### src/rtl/mem_arb_pkg.sv
// mem_arb_pkg: shared types and constants for the memory bus arbiter.
package mem_arb_pkg;

    // Arbiter FSM state, kept as plain encoded constants.
    typedef logic [1:0] arb_state_t;
    localparam arb_state_t IDLE   = 2'd0;
    localparam arb_state_t BUSY_I = 2'd1;
    localparam arb_state_t BUSY_D = 2'd2;
    localparam arb_state_t RESP   = 2'd3;

    // Which requester owns (or last owned) the bus.
    typedef enum logic {
        OWN_I = 1'b0,
        OWN_D = 1'b1
    } arb_owner_t;

    // Access size driven for every instruction fetch (word).
    localparam logic [2:0] FLAG_WORD = 3'b010;

    // Read data handed back when the bus never answers.
    localparam logic [31:0] DEFAULT_ERR_DATA = 32'hDEAD_BEEF;

endpackage

### src/rtl/mem_bus_arbiter_if.sv
// mem_bus_arbiter_if: memory-side bus between the arbiter (master) and the
// SoC memory/peripheral decoder (slave).
interface mem_bus_arbiter_if #(
    parameter int unsigned ADDR_W = 32,
    parameter int unsigned DATA_W = 32
);
    logic              valid;
    logic              we;
    logic [ADDR_W-1:0] addr;
    logic [DATA_W-1:0] wdata;
    logic [2:0]        flag;
    logic [DATA_W-1:0] rdata;
    logic              ready;
    logic              err;

    modport master (
        output valid, we, addr, wdata, flag, err,
        input  rdata, ready
    );

    modport slave (
        input  valid, we, addr, wdata, flag, err,
        output rdata, ready
    );
endinterface

### src/rtl/bus_timeout_ctr.sv
// bus_timeout_ctr: counts cycles a bus access has been waiting and raises
// expire on the last permitted cycle. LIMIT = 0 removes the counter entirely
// and holds expire low.
module bus_timeout_ctr #(
    parameter int unsigned LIMIT = 1024
) (
    input  logic clk,
    input  logic rst_n,
    input  logic clear,
    input  logic enable,
    output logic expire
);
    generate
        if (LIMIT == 0) begin : g_disabled
            logic unused_inputs;
            assign unused_inputs = ^{clk, rst_n, clear, enable};
            assign expire        = 1'b0;
        end else begin : g_counter
            localparam int unsigned CNT_W = (LIMIT > 1) ? $clog2(LIMIT) : 1;
            logic [CNT_W-1:0] count;

            // Count wait cycles; hold at the limit so the value never wraps.
            always_ff @(posedge clk or negedge rst_n) begin
                if (!rst_n) begin
                    count <= '0;
                end else if (clear) begin
                    count <= '0;
                end else if (enable && !expire) begin
                    count <= count + 1'b1;
                end
            end

            assign expire = (count == CNT_W'(LIMIT - 1));
        end
    endgenerate
endmodule

### src/rtl/mem_bus_arbiter.sv
// mem_bus_arbiter: shares one memory bus between the rv32i_core instruction
// fetch port and its load/store port. One transaction at a time; the bus is
// held stable until the memory answers or the wait times out, then the owner
// gets a one-cycle ready pulse with registered data.
// Build option: define MEM_ARB_RR_EN for round-robin between the two
// requesters; without it the data port always wins a tie.
module mem_bus_arbiter
    import mem_arb_pkg::*;
#(
    parameter int unsigned       ADDR_W         = 32,
    parameter int unsigned       DATA_W         = 32,
    parameter int unsigned       TIMEOUT_CYCLES = 1024,
    parameter logic [DATA_W-1:0] ERR_DATA       = DATA_W'(DEFAULT_ERR_DATA)
) (
    input  logic              clk,
    input  logic              rst_n,
    // instruction fetch port
    input  logic              i_instr_req,
    input  logic [ADDR_W-1:0] i_instr_addr,
    output logic [DATA_W-1:0] o_instr_data,
    output logic              o_instr_ready,
    // load/store port
    input  logic              i_data_re,
    input  logic              i_data_we,
    input  logic [ADDR_W-1:0] i_data_addr,
    input  logic [DATA_W-1:0] i_data_wdata,
    input  logic [2:0]        i_data_flag,
    output logic [DATA_W-1:0] o_data_rdata,
    output logic              o_data_ready,
    // memory bus
    mem_bus_arbiter_if.master bus
);
    arb_state_t        state;
    arb_owner_t        grant_owner;
    logic              data_req;
    logic              any_req;
    logic              busy;
    logic              expire;
    logic [DATA_W-1:0] rsp_data;

    logic              bus_valid_q;
    logic              bus_we_q;
    logic [ADDR_W-1:0] bus_addr_q;
    logic [DATA_W-1:0] bus_wdata_q;
    logic [2:0]        bus_flag_q;
    logic              bus_err_q;
    logic              instr_ready_q;
    logic              data_ready_q;
    logic [DATA_W-1:0] instr_data_q;
    logic [DATA_W-1:0] data_rdata_q;

    // A load and a store raised together is treated as a store.
    assign data_req = i_data_re | i_data_we;
    assign any_req  = data_req | i_instr_req;
    assign busy     = (state == BUSY_I) || (state == BUSY_D);
    // A real answer always beats a timeout on the same edge.
    assign rsp_data = bus.ready ? bus.rdata : ERR_DATA;

    bus_timeout_ctr #(
        .LIMIT (TIMEOUT_CYCLES)
    ) u_timeout (
        .clk    (clk),
        .rst_n  (rst_n),
        .clear  (state == IDLE),
        .enable (busy),
        .expire (expire)
    );

`ifdef MEM_ARB_RR_EN
    arb_owner_t rr_last;

    // Remember the last winner so the next tie goes to the other requester.
    always_ff @(posedge clk or negedge rst_n) begin
        if (!rst_n) begin
            rr_last <= OWN_D;
        end else if (state == IDLE && any_req) begin
            rr_last <= grant_owner;
        end
    end
`endif

    // Pick the requester that wins if a grant happens this cycle.
    always_comb begin
        // NOTE: assign a default before any condition so no path leaves the
        // signal unassigned; otherwise synthesis infers a latch.
        grant_owner = data_req ? OWN_D : OWN_I;
`ifdef MEM_ARB_RR_EN
        if (data_req && i_instr_req) begin
            grant_owner = (rr_last == OWN_D) ? OWN_I : OWN_D;
        end
`endif
    end

    // Transaction sequencer: grant from IDLE, wait in BUSY, pulse in RESP.
    always_ff @(posedge clk or negedge rst_n) begin
        // NOTE: every flop here drives an output that must read 0 out of
        // reset, so all of them take the async reset, data registers included.
        if (!rst_n) begin
            state         <= IDLE;
            bus_valid_q   <= 1'b0;
            bus_we_q      <= 1'b0;
            bus_addr_q    <= '0;
            bus_wdata_q   <= '0;
            bus_flag_q    <= '0;
            bus_err_q     <= 1'b0;
            instr_ready_q <= 1'b0;
            data_ready_q  <= 1'b0;
            instr_data_q  <= '0;
            data_rdata_q  <= '0;
        end else begin
            // NOTE: non-blocking assignments so every flop sees the values
            // from before this edge, independent of statement order.
            instr_ready_q <= 1'b0;
            data_ready_q  <= 1'b0;
            bus_err_q     <= 1'b0;
            case (state)
                IDLE: begin
                    if (any_req) begin
                        bus_valid_q <= 1'b1;
                        if (grant_owner == OWN_D) begin
                            bus_we_q    <= i_data_we;
                            bus_addr_q  <= i_data_addr;
                            bus_wdata_q <= i_data_wdata;
                            bus_flag_q  <= i_data_flag;
                            state       <= BUSY_D;
                        end else begin
                            bus_we_q    <= 1'b0;
                            bus_addr_q  <= i_instr_addr;
                            bus_wdata_q <= '0;
                            bus_flag_q  <= FLAG_WORD;
                            state       <= BUSY_I;
                        end
                    end
                end
                BUSY_I, BUSY_D: begin
                    if (bus.ready || expire) begin
                        bus_valid_q <= 1'b0;
                        bus_err_q   <= !bus.ready;
                        state       <= RESP;
                        if (state == BUSY_D) begin
                            data_ready_q <= 1'b1;
                            data_rdata_q <= rsp_data;
                        end else begin
                            instr_ready_q <= 1'b1;
                            instr_data_q  <= rsp_data;
                        end
                    end
                end
                RESP: begin
                    state <= IDLE;
                end
                default: begin
                    state <= IDLE;
                end
            endcase
        end
    end

    assign bus.valid     = bus_valid_q;
    assign bus.we        = bus_we_q;
    assign bus.addr      = bus_addr_q;
    assign bus.wdata     = bus_wdata_q;
    assign bus.flag      = bus_flag_q;
    assign bus.err       = bus_err_q;
    assign o_instr_ready = instr_ready_q;
    assign o_instr_data  = instr_data_q;
    assign o_data_ready  = data_ready_q;
    assign o_data_rdata  = data_rdata_q;

endmodule
### src/flat_wrapper.sv
// flat-port wrapper written by rule: the top's interface ports become plain ports
module mem_bus_arbiter_flat import mem_arb_pkg::*;
#(
    parameter int unsigned       ADDR_W         = 32,
    parameter int unsigned       DATA_W         = 32,
    parameter int unsigned       TIMEOUT_CYCLES = 1024,
    parameter logic [DATA_W-1:0] ERR_DATA       = DATA_W'(DEFAULT_ERR_DATA)
)
  (clk, rst_n, i_instr_req, i_instr_addr, o_instr_data, o_instr_ready, i_data_re, i_data_we, i_data_addr, i_data_wdata, i_data_flag, o_data_rdata, o_data_ready, bus_valid, bus_we, bus_addr, bus_wdata, bus_flag, bus_err, bus_rdata, bus_ready);
  mem_bus_arbiter_if #(.ADDR_W(ADDR_W), .DATA_W(DATA_W)) bus_i ();
  input  logic clk;
  input  logic rst_n;
  input  logic i_instr_req;
  input  logic [ADDR_W-1:0] i_instr_addr;
  output logic [DATA_W-1:0] o_instr_data;
  output logic o_instr_ready;
  input  logic i_data_re;
  input  logic i_data_we;
  input  logic [ADDR_W-1:0] i_data_addr;
  input  logic [DATA_W-1:0] i_data_wdata;
  input  logic [2:0] i_data_flag;
  output logic [DATA_W-1:0] o_data_rdata;
  output logic o_data_ready;
  output wire logic [$bits(bus_i.valid)-1:0] bus_valid;
  output wire logic [$bits(bus_i.we)-1:0] bus_we;
  output wire logic [$bits(bus_i.addr)-1:0] bus_addr;
  output wire logic [$bits(bus_i.wdata)-1:0] bus_wdata;
  output wire logic [$bits(bus_i.flag)-1:0] bus_flag;
  output wire logic [$bits(bus_i.err)-1:0] bus_err;
  input wire logic [$bits(bus_i.rdata)-1:0] bus_rdata;
  input wire logic [$bits(bus_i.ready)-1:0] bus_ready;
  assign bus_valid = bus_i.valid;
  assign bus_we = bus_i.we;
  assign bus_addr = bus_i.addr;
  assign bus_wdata = bus_i.wdata;
  assign bus_flag = bus_i.flag;
  assign bus_err = bus_i.err;
  assign bus_i.rdata = bus_rdata;
  assign bus_i.ready = bus_ready;
  mem_bus_arbiter #(.ADDR_W(ADDR_W), .DATA_W(DATA_W), .TIMEOUT_CYCLES(TIMEOUT_CYCLES), .ERR_DATA(ERR_DATA)) u_core (.clk(clk), .rst_n(rst_n), .i_instr_req(i_instr_req), .i_instr_addr(i_instr_addr), .o_instr_data(o_instr_data), .o_instr_ready(o_instr_ready), .i_data_re(i_data_re), .i_data_we(i_data_we), .i_data_addr(i_data_addr), .i_data_wdata(i_data_wdata), .i_data_flag(i_data_flag), .o_data_rdata(o_data_rdata), .o_data_ready(o_data_ready), .bus(bus_i));
endmodule
### config.mk
export PLATFORM = sky130hd
export DESIGN_NAME = mem_bus_arbiter_flat
export DESIGN_NICKNAME = d
export VERILOG_FILES = /design/src/rtl/mem_arb_pkg.sv /design/src/rtl/mem_bus_arbiter_if.sv /design/src/rtl/bus_timeout_ctr.sv /design/src/rtl/mem_bus_arbiter.sv /design/src/flat_wrapper.sv
export SDC_FILE = /design/constraint.sdc
export NUM_CORES = 1
export LEC_CHECK = 0
export BUFFER_PORTS_ARGS = -buffer_cell sky130_fd_sc_hd__buf_2
export CORE_MARGIN = 2
export CORE_UTILIZATION = 25
export DETAILED_ROUTE_END_ITERATION = 7
export PLACE_DENSITY_LB_ADDON = 0.08
export SETUP_SLACK_MARGIN = 0.3
export SLEW_MARGIN = 20
export SYNTH_ARGS = -nofsm -noshare
export SYNTH_HDL_FRONTEND = slang
export SYNTH_SLANG_ARGS = --single-unit
### constraint.sdc
create_clock -name clk -period 1.67 [get_ports clk]
set_input_delay 0.2505 -clock clk [delete_from_list [all_inputs] [get_ports clk]]
set_output_delay 0.2505 -clock clk [all_outputs]
set_load 0.005 [all_outputs]
==> flow_metrics.tcl, run 1 <==
set metrics [dict create \
    status "finished clean" \
    htreeDepth 4 \
    synthMuxAreaShare_pct 5.87 \
    final-setup-viol-count 0 \
    clk_pin_slew_ns 0.07 \
    synth_cell_type_count 40 \
    yosys.area_share.simple_pct 7.53 \
    fin_crit_ns 1.63 \
    power_mw 19.2 \
    insertion_delay_ns 0.42 \
    synthCells 485 \
    n_antenna_cell 0 \
    drv_slew 0 \
    synthArstFlopShare_pct 100 \
    die_y_um 163 \
    gr-usage-all-layers_pct 14.6 \
    wl_mm 20.8 \
    synthXorXnorAreaFrac_pct 0.553 \
    synth_top_cell_by_area "dfrtp_1" \
    cts_root_buf "clkbuf_16" \
    synth.most_common_cell "dfrtp_1" \
    postLayoutCoreUtil_pct 40.1 \
    worstSetupEndpointType "flip-flop" \
    die_area_um2 26600 \
    r2r_slack_ns 0.04 \
    ant_nets 0 \
    area_growth_pct 58.4 \
    max_freq_mhz 612 \
    stdcell_count 1151 \
    rsz0062_at_grt "yes" \
    relSlewSlack_pct 63.7 \
    synth_fa_ha_area_share_pct 1.19 \
    startpoint "u_core.u_timeout.g_counter.count[0]" \
    critPathCapture "u_core.o_instr_data[16]" \
    maxCapViolations 0 \
    fin_nets 951 \
    r2r_start "u_core.u_timeout.g_counter.count[0]" \
    overflow 0 \
    tightestPinTransition_ns 0.544 \
    gp_congestion 0.752 \
    first_pass_iters 6 \
    dpl_cell_area_um2 8320 \
    finalHoldViolations 0 \
    powerDensity_nw_per_um2 1910 \
    timing.final.crit_share_pct 97.8 \
    synthTopCellsByCount "148 x dfrtp_1, 40 x a2bb2oi_2, 36 x a22o_1, 36 x mux2i_1, 34 x nand2_1" \
    cp-start-kind "flip-flop" \
    drc_errors 0 \
    skew_ns 0.0100 \
    start_util_pct 25.3 \
    synthTopCellsByArea "dfrtp_1 59%, a2bb2oi_2 9.5%, mux2i_1 5.7%" \
    cts_tree "done" \
    num_rows 58 \
    drtIter0Drc 200 \
    mappedNetlistArea_um2 6330 \
    port_buffers 272 \
    drive_above_1_share_pct 62.1 \
    ys.warnings.count 0 \
    synth_seq_cells 148 \
    grt_max_degree 40 \
    wl_per_cell_um 18.0 \
    cts_num_sinks 148 \
    critPathArrivalTime_ns 1.93 \
    die_w_um 163 \
    critPathKind "reg2reg" \
    synth.avg_cell_area_um2 13.1 \
    r2r_cells 8 \
    ioPinCount 273 \
    vias 5309 \
    design.core.area_um2 25000 \
    synth_edf_count 0 \
    yosysTopAreaCellShare_pct 58.5 \
    p_leak_nw 4.86 \
    cp.required_ns 1.97 \
    stdcell_area_um2 10000 \
    synth_top_family_by_area "compound AO/OA/AOI/OAI gates" \
    hold_class "in2reg" \
    synth_compound_area_share_pct 22.9 \
    grt_pass1_wl_mm 30.2 \
    ys.flop_type "dfrtp_1" \
    dp.cells 1078 \
    critPathMaxFanout 5 \
    grt_pass1_vias 5538 \
    seq_area_frac_synth_pct 58.5 \
    numCtsBuffers 17 \
    reg2reg_to "u_core.o_instr_data[16]" \
    clockBufferDepth 2 \
    ir_drop_mv 0.739 \
    antenna_found_initial 0 \
    tns_ns 0 \
    hpwl_mm 13.7 \
    synth_fp_nets 628 \
    post_drt_via_cell_ratio 4.61 \
]
## per-layer routing
layer	wire, um	vias up	track usage (%)
met4	141	0	3.18
met2	10300	203	25.0
met5	0	-	0
li1	-	2454	-
met3	1490	8	4.22
met1	8820	2644	18.3
## per-stage QoR
step           hold WS, ns  setup slack [ns]
2_1_floorplan      -0.0451             0.138
3_3_place_gp         0.166            -0.108
3_5_place_dp         0.172            -0.189
4_1_cts             0.0212           0.00204
5_1_grt             0.0331           -0.0177
6_report            0.0473            0.0364
## placed cells by master, fill, tap and decap left out, types with 12 or more instances in the layout
master       n
clkbuf_16   29
a22o_1      36
nor2_1      12
o21ai_2     25
buf_2      271
nand2_4     21
a32o_1      15
nor2b_1     24
buf_12      13
dfrtp_1    145
a2bb2oi_2   47
buf_4       30
mux2i_1     36
## critical path, stage by stage (launching register included)
cell	delay [ns]
dfrtp_2	0.44
ha_4	0.18
nand3_4	0.10
nor3_4	0.05
buf_12	0.13
o21a_4	0.21
buf_12	0.13
clkbuf_16	0.15
a2bb2oi_2	0.12
## final cells by class
cell class                 count  area (um^2)
sequential                   148         3710
clock buffer                  18          429
multi-input combinational    293         2910
tap                          330          413
inverter                       7         26.3
clock inverter                14          144
fill                        2427        15000
timing repair buffer         341         2400
## timing repair
action                                 in CTS  in global routing
resized for setup                          19                135
pin swaps                                  13                 83
setup endpoints to repair                 114                135
buffers inserted                           17                  4
cloned                                      5                 14
endpoints found under the hold margin      27                  0
hold buffers                                1                  0
## worst min-delay path by stage
| stage | cells after the start | start | endpoint | slack (ns) |
|---|---|---|---|---|
| 3_5_place_dp | 1 | rst_n | u_core.bus.addr[10] | 0.17 |
| 3_3_place_gp | 1 | rst_n | u_core.bus.addr[10] | 0.17 |
| 6_report | 2 | i_data_wdata[24] | u_core.bus.wdata[24] | 0.05 |
| 5_1_grt | 2 | i_data_wdata[24] | u_core.bus.wdata[24] | 0.03 |
| 2_1_floorplan | 0 | rst_n | u_core.bus.addr[0] | -0.05 |
| 4_1_cts | 2 | i_data_wdata[24] | u_core.bus.wdata[24] | 0.02 |
## flip-flops by register name, indices dropped and copies added (netlist names), 2 cells and up
register and flops:
u_core.bus.addr 32, u_core.bus.wdata 32, u_core.o_data_rdata 32, u_core.o_instr_data 32, u_core.u_timeout.g_counter.count 10, u_core.bus.flag 3, u_core.state 2
## logic make-up (layout without fill, tap and decap cells)
family          count (synthesis)  count (layout)
compound gates                153             153
xor+xnor                        4               4
fa+ha+maj                       6               6
buf+inv                        45             380
flops                         148             148
mux                            37              37
simple gates                   92              93
## where the power goes
part,switching [mW],internal (mW)
clock,1.67,2.10
combinational,3.88,5.10
sequential,1.18,5.23
No activity file was read; power rests on OpenSTA's default activity.
==> inputs of run 2 (changes only) <==
- RECOVER_POWER: not set -> 50
==> flow_metrics.tcl, run 2 (synthesized netlist as in run 1, its figures left out) <==
set metrics [dict create \
    status "finished clean" \
    fill_cells 2450 \
    ioPinCount 273 \
    final-setup-viol-count 0 \
    area_growth_pct 57.4 \
    gr-usage-all-layers_pct 14.6 \
    max_freq_mhz 612 \
    clk_pin_slew_ns 0.07 \
    critPathArrivalTime_ns 1.93 \
    grt_max_degree 40 \
    numCtsBuffers 17 \
    critPathMaxFanout 5 \
    clockBufferDepth 2 \
    maxCapViolations 0 \
    drtIter0Drc 204 \
    powerDensity_nw_per_um2 1910 \
    vias 5317 \
    drv_slew 0 \
    insertion_delay_ns 0.42 \
    start_util_pct 25.3 \
    first_pass_iters 6 \
    p_leak_nw 4.74 \
    timing.final.crit_share_pct 97.8 \
    power_mw 19.1 \
    skew_ns 0.0108 \
    hpwl_mm 13.7 \
    final_common_cell "buf_2" \
    n_antenna_cell 0 \
    die_area_um2 26600 \
    die_y_um 163 \
    worstSetupEndpointType "flip-flop" \
    relSlewSlack_pct 39.1 \
    design.core.area_um2 25000 \
    layout_common_cells "235 x buf_2, 145 x dfrtp_1, 47 x a2bb2oi_2, 37 x clkbuf_1" \
    switching_share_pct 35.3 \
    ir_drop_mv 0.738 \
    die_w_um 163 \
    drc_errors 0 \
    finalHoldViolations 0 \
    hold_class "in2reg" \
    overflow 0 \
    gp_congestion 0.752 \
    dp.cells 1078 \
    r2r_cells 8 \
    post_drt_via_cell_ratio 4.62 \
    fin_crit_ns 1.63 \
    power_frac_clock_pct 19.8 \
    p_int_mw 12.3 \
    antenna_found_initial 0 \
    whs_path_depth 2 \
    cp-start-kind "flip-flop" \
    cts_tree "done" \
    drive_above_1_share_pct 57.7 \
    num_rows 58 \
    tightestPinTransition_ns 0.914 \
    stdcell_count 1151 \
    ant_nets 0 \
    grt_pass1_wl_mm 30.2 \
    fin_nets 951 \
    cts_root_buf "clkbuf_16" \
    p_sw_mw 6.74 \
    rsz0062_at_grt "yes" \
    seqPwrFrac_pct 33.7 \
    grt_pass1_vias 5538 \
    wl_mm 20.7 \
    hold_ws_ns 0.0476 \
    cts_num_sinks 148 \
    htreeDepth 4 \
    wl_per_cell_um 18.0 \
    critPathKind "reg2reg" \
    port_buffers 272 \
    pwr-share-comb_pct 46.6 \
    cp.required_ns 1.97 \
]
## run 2: cell count changes in the layout (fill, tap and decap cells not counted)
cell and delta:
buf_2 -36, clkbuf_1 +36, buf_4 -3, clkbuf_2 +2, clkbuf_4 +2, buf_12 -1
## run 2: timing repair
item | 4_1_cts | 5_1_grt
pin swaps | 13 | 83
endpoints found under the setup margin | 114 | 135
buffers inserted | 17 | 4
gates cloned | 5 | 14
endpoints found under the hold margin | 27 | 0
hold buffers | 1 | 0
resized for setup | 19 | 135
## run 2: power by group through the flow
stage | Combinational [mW] | Sequential, mW | Clock (mW)
CTS | 7.50 | 6.23 | 3.91
global placement | 6.70 | 6.24 | 0
finish | 8.88 | 6.42 | 3.77
global route | 9.64 | 6.63 | 4.07
detailed placement | 6.80 | 6.24 | 0
floorplan | 3.61 | 6.34 | 0
## run 2: metal layers
metal  up-vias  wire length, um  global-route usage, %
li1       2453                -                      -
met1      2655             8820                   18.3
met2       199            10300                   25.0
met3        10             1470                   4.22
met4         0              143                   3.18
met5         -                0                      0
## run 2: path summary, 6_finish.rpt
| check | from | end | slack (ns) |
|---|---|---|---|
| worst max-delay path | u_core.u_timeout.g_counter.count[1] | u_core.o_instr_data[16] | 0.04 |
| worst min register to register | u_core.bus.addr[16] | u_core.bus.addr[16] | 0.49 |
| min in group asynchronous | rst_n | u_core.bus.addr[10] | 0.51 |
| worst max register to register | u_core.u_timeout.g_counter.count[1] | u_core.o_instr_data[16] | 0.04 |
| worst min-delay path | i_data_wdata[24] | u_core.bus.wdata[24] | 0.05 |
| max in group asynchronous | rst_n | u_core.o_instr_data[24] | 0.25 |
## run 2: cell type report
type	count	area [um^2]	share of cell area, %
clock inverter	14	144	1.44
tap	330	413	4.14
timing repair buffer	341	2340	23.5
clock buffer	18	429	4.31
inverter	7	26.3	0.264
multi-input combinational	293	2910	29.2
sequential	148	3710	37.2
## run 2: through the flow
stage / setup TNS (ns) / util (%) / instance area [um^2] / worst slack [ns]
floorplan: 0 / - / 6440 / 0.138
global placement: -3.90 / 33.2 / 8320 / -0.108
detailed placement: -6.91 / 33.2 / 8320 / -0.189
CTS: 0 / 37.1 / 9290 / 0.00204
global route: -0.189 / 39.8 / 9970 / -0.0177
finish: 0 / 39.8 / 9970 / 0.0364
## run 2: critical path: stages, from the launching register on
cell	delay, ns
dfrtp_1	0.43
ha_4	0.18
nand3_4	0.10
nor3_4	0.05
buf_12	0.13
o21a_4	0.21
buf_12	0.13
clkbuf_16	0.15
a2bb2oi_2	0.12
==> inputs of run 3 (changes only) <==
- SETUP_SLACK_MARGIN: 0.3 -> not set
==> flow_metrics.tcl, run 3 (synthesized netlist as in run 1, its figures left out) <==
set metrics [dict create \
    die_y_um 163 \
    violations "negative setup slack" \
    grt_pass1_wl_mm 29.6 \
    ir_drop_mv 0.604 \
    r2r_start "u_core.u_timeout.g_counter.count[1]" \
    cts_root_buf "clkbuf_16" \
    startpoint "u_core.u_timeout.g_counter.count[1]" \
    wl_per_cell_um 17.1 \
    critPathMaxFanout 24 \
    clk_pin_slew_ns 0.07 \
    skew_ns 0.0115 \
    rsz0062_at_grt "yes" \
    reg2reg_to "u_core.o_instr_data[0]" \
    wl_mm 19.1 \
    area_growth_pct 40.7 \
    relSlewSlack_pct 32.5 \
    max_freq_mhz 584 \
    slowest_delay_ns 0.43 \
    gr-usage-all-layers_pct 14.4 \
    fill_cells 2522 \
    cp_slowest_cell "o21a_4" \
    cts_num_sinks 148 \
    hold_class "in2reg" \
    port_buffers 272 \
    first_pass_iters 6 \
    fin_nets 920 \
    ioPinCount 273 \
    stdcell_area_um2 8900 \
    final_common_cell "buf_2" \
    cts_tree "done" \
    gp_congestion 0.778 \
    place_ws_ns -0.106 \
    drtIter0Drc 265 \
    worstSetupEndpointType "flip-flop" \
    insertion_delay_ns 0.42 \
    dpl_cell_area_um2 8310 \
    overflow 0 \
    grt_pass1_vias 5347 \
    finalHoldViolations 0 \
    timing.final.crit_share_pct 103 \
    grt_max_degree 43 \
    fin_crit_ns 1.71 \
    cp.required_ns 2.00 \
    cp-start-kind "flip-flop" \
    design.core.area_um2 25000 \
    tightestPinTransition_ns 1.01 \
    n_antenna_cell 0 \
    final-setup-viol-count 8 \
    layout_common_cells "241 x buf_2, 148 x dfrtp_1, 41 x a2bb2oi_2, 36 x mux2i_1, 36 x a22o_1" \
    post_drt_via_cell_ratio 4.49 \
    clockBufferDepth 2 \
    p_leak_nw 4.33 \
    crit_path_cell_trace "ha_4 > nand3_4 > nor3_4 > buf_6 > o21a_4 > a2bb2oi_1" \
    critPathArrivalTime_ns 2.05 \
    numCtsBuffers 17 \
    power_mw 16.7 \
    start_util_pct 25.3 \
    ant_nets 0 \
    hpwl_mm 14.0 \
    fin_ws_ns -0.0431 \
    drive_above_1_share_pct 46.3 \
    drv_slew 0 \
    drc_errors 0 \
    die_area_um2 26600 \
    antenna_found_initial 0 \
    postLayoutCoreUtil_pct 35.6 \
    vias 5028 \
    powerDensity_nw_per_um2 1880 \
    htreeDepth 4 \
    critPathKind "reg2reg" \
    critPathCapture "u_core.o_instr_data[0]" \
    num_rows 58 \
    die_w_um 163 \
    maxCapViolations 0 \
    status "complete, but fails checks" \
    r2r_slack_ns -0.04 \
    min-delay-start "i_data_wdata[13]" \
    r2r_cells 6 \
]
==> run 3: area by class of cell <==
class                           count  area, um^2  share of cell area, %
Sequential cell                   148        3700                   41.6
Multi-Input combinational cell    292        2470                   27.7
Timing Repair Buffer              311        1700                   19.1
Clock buffer                       17         425                   4.78
Tap cell                          330         413                   4.64
Clock inverter                     15         166                   1.87
Inverter                            7        26.3                  0.295
==> run 3: worst max-delay path, delay by kind of cell, from the launching register on <==
family	cells	cell delay, ns
AO/OA/AOI/OAI	2	0.63
adder cells (fa/ha/maj)	1	0.16
buffers and inverters	1	0.15
flip-flops	1	0.39
AND/OR/NAND/NOR	2	0.27
==> run 3: report_power, final <==
group	internal (mW)	switching (mW)
logic	3.47	3.13
clock network	2.24	1.65
registers	5.22	0.991
total	10.9	5.77
==> run 3: what timing repair did <==
item / 4_1_cts / 5_1_grt
hold buffers: 1 / 0
setup buffers: 0 / 0
setup endpoints to repair: 53 / 55
resized for setup: 6 / 3
pin swaps: 2 / 5
gates cloned: 0 / 0
endpoints found under the hold margin: 34 / 0
==> run 3: worst min path at each step <==
stage / endpoint / depth (start not counted)
global placement: u_core.bus.wdata[12] / 1
CTS: u_core.bus.wdata[8] / 2
detailed placement: u_core.bus.wdata[14] / 1
finish: u_core.bus.wdata[13] / 2
global route: u_core.bus.wdata[8] / 2
floorplan: u_core.bus.addr[0] / 0
==> run 3: metrics by stage <==
| stage | hold WS [ns] | cells | TNS [ns] |
|---|---|---|---|
| after floorplan | -0.0451 | 485 | -0.149 |
| after global placement | 0.180 | 1087 | -0.417 |
| after detailed placement | 0.192 | 1087 | -2.38 |
| after CTS | 0.0215 | 1120 | -0.596 |
| after global routing | 0.0241 | 1120 | -4.73 |
| final | 0.0459 | 1120 | -0.215 |
==> run 3: per-layer routing <==
metal	routed length, um	GRT usage, %
met3	881	3.17
met1	7980	17.5
met5	0	0
met2	10100	25.9
met4	177	3.58
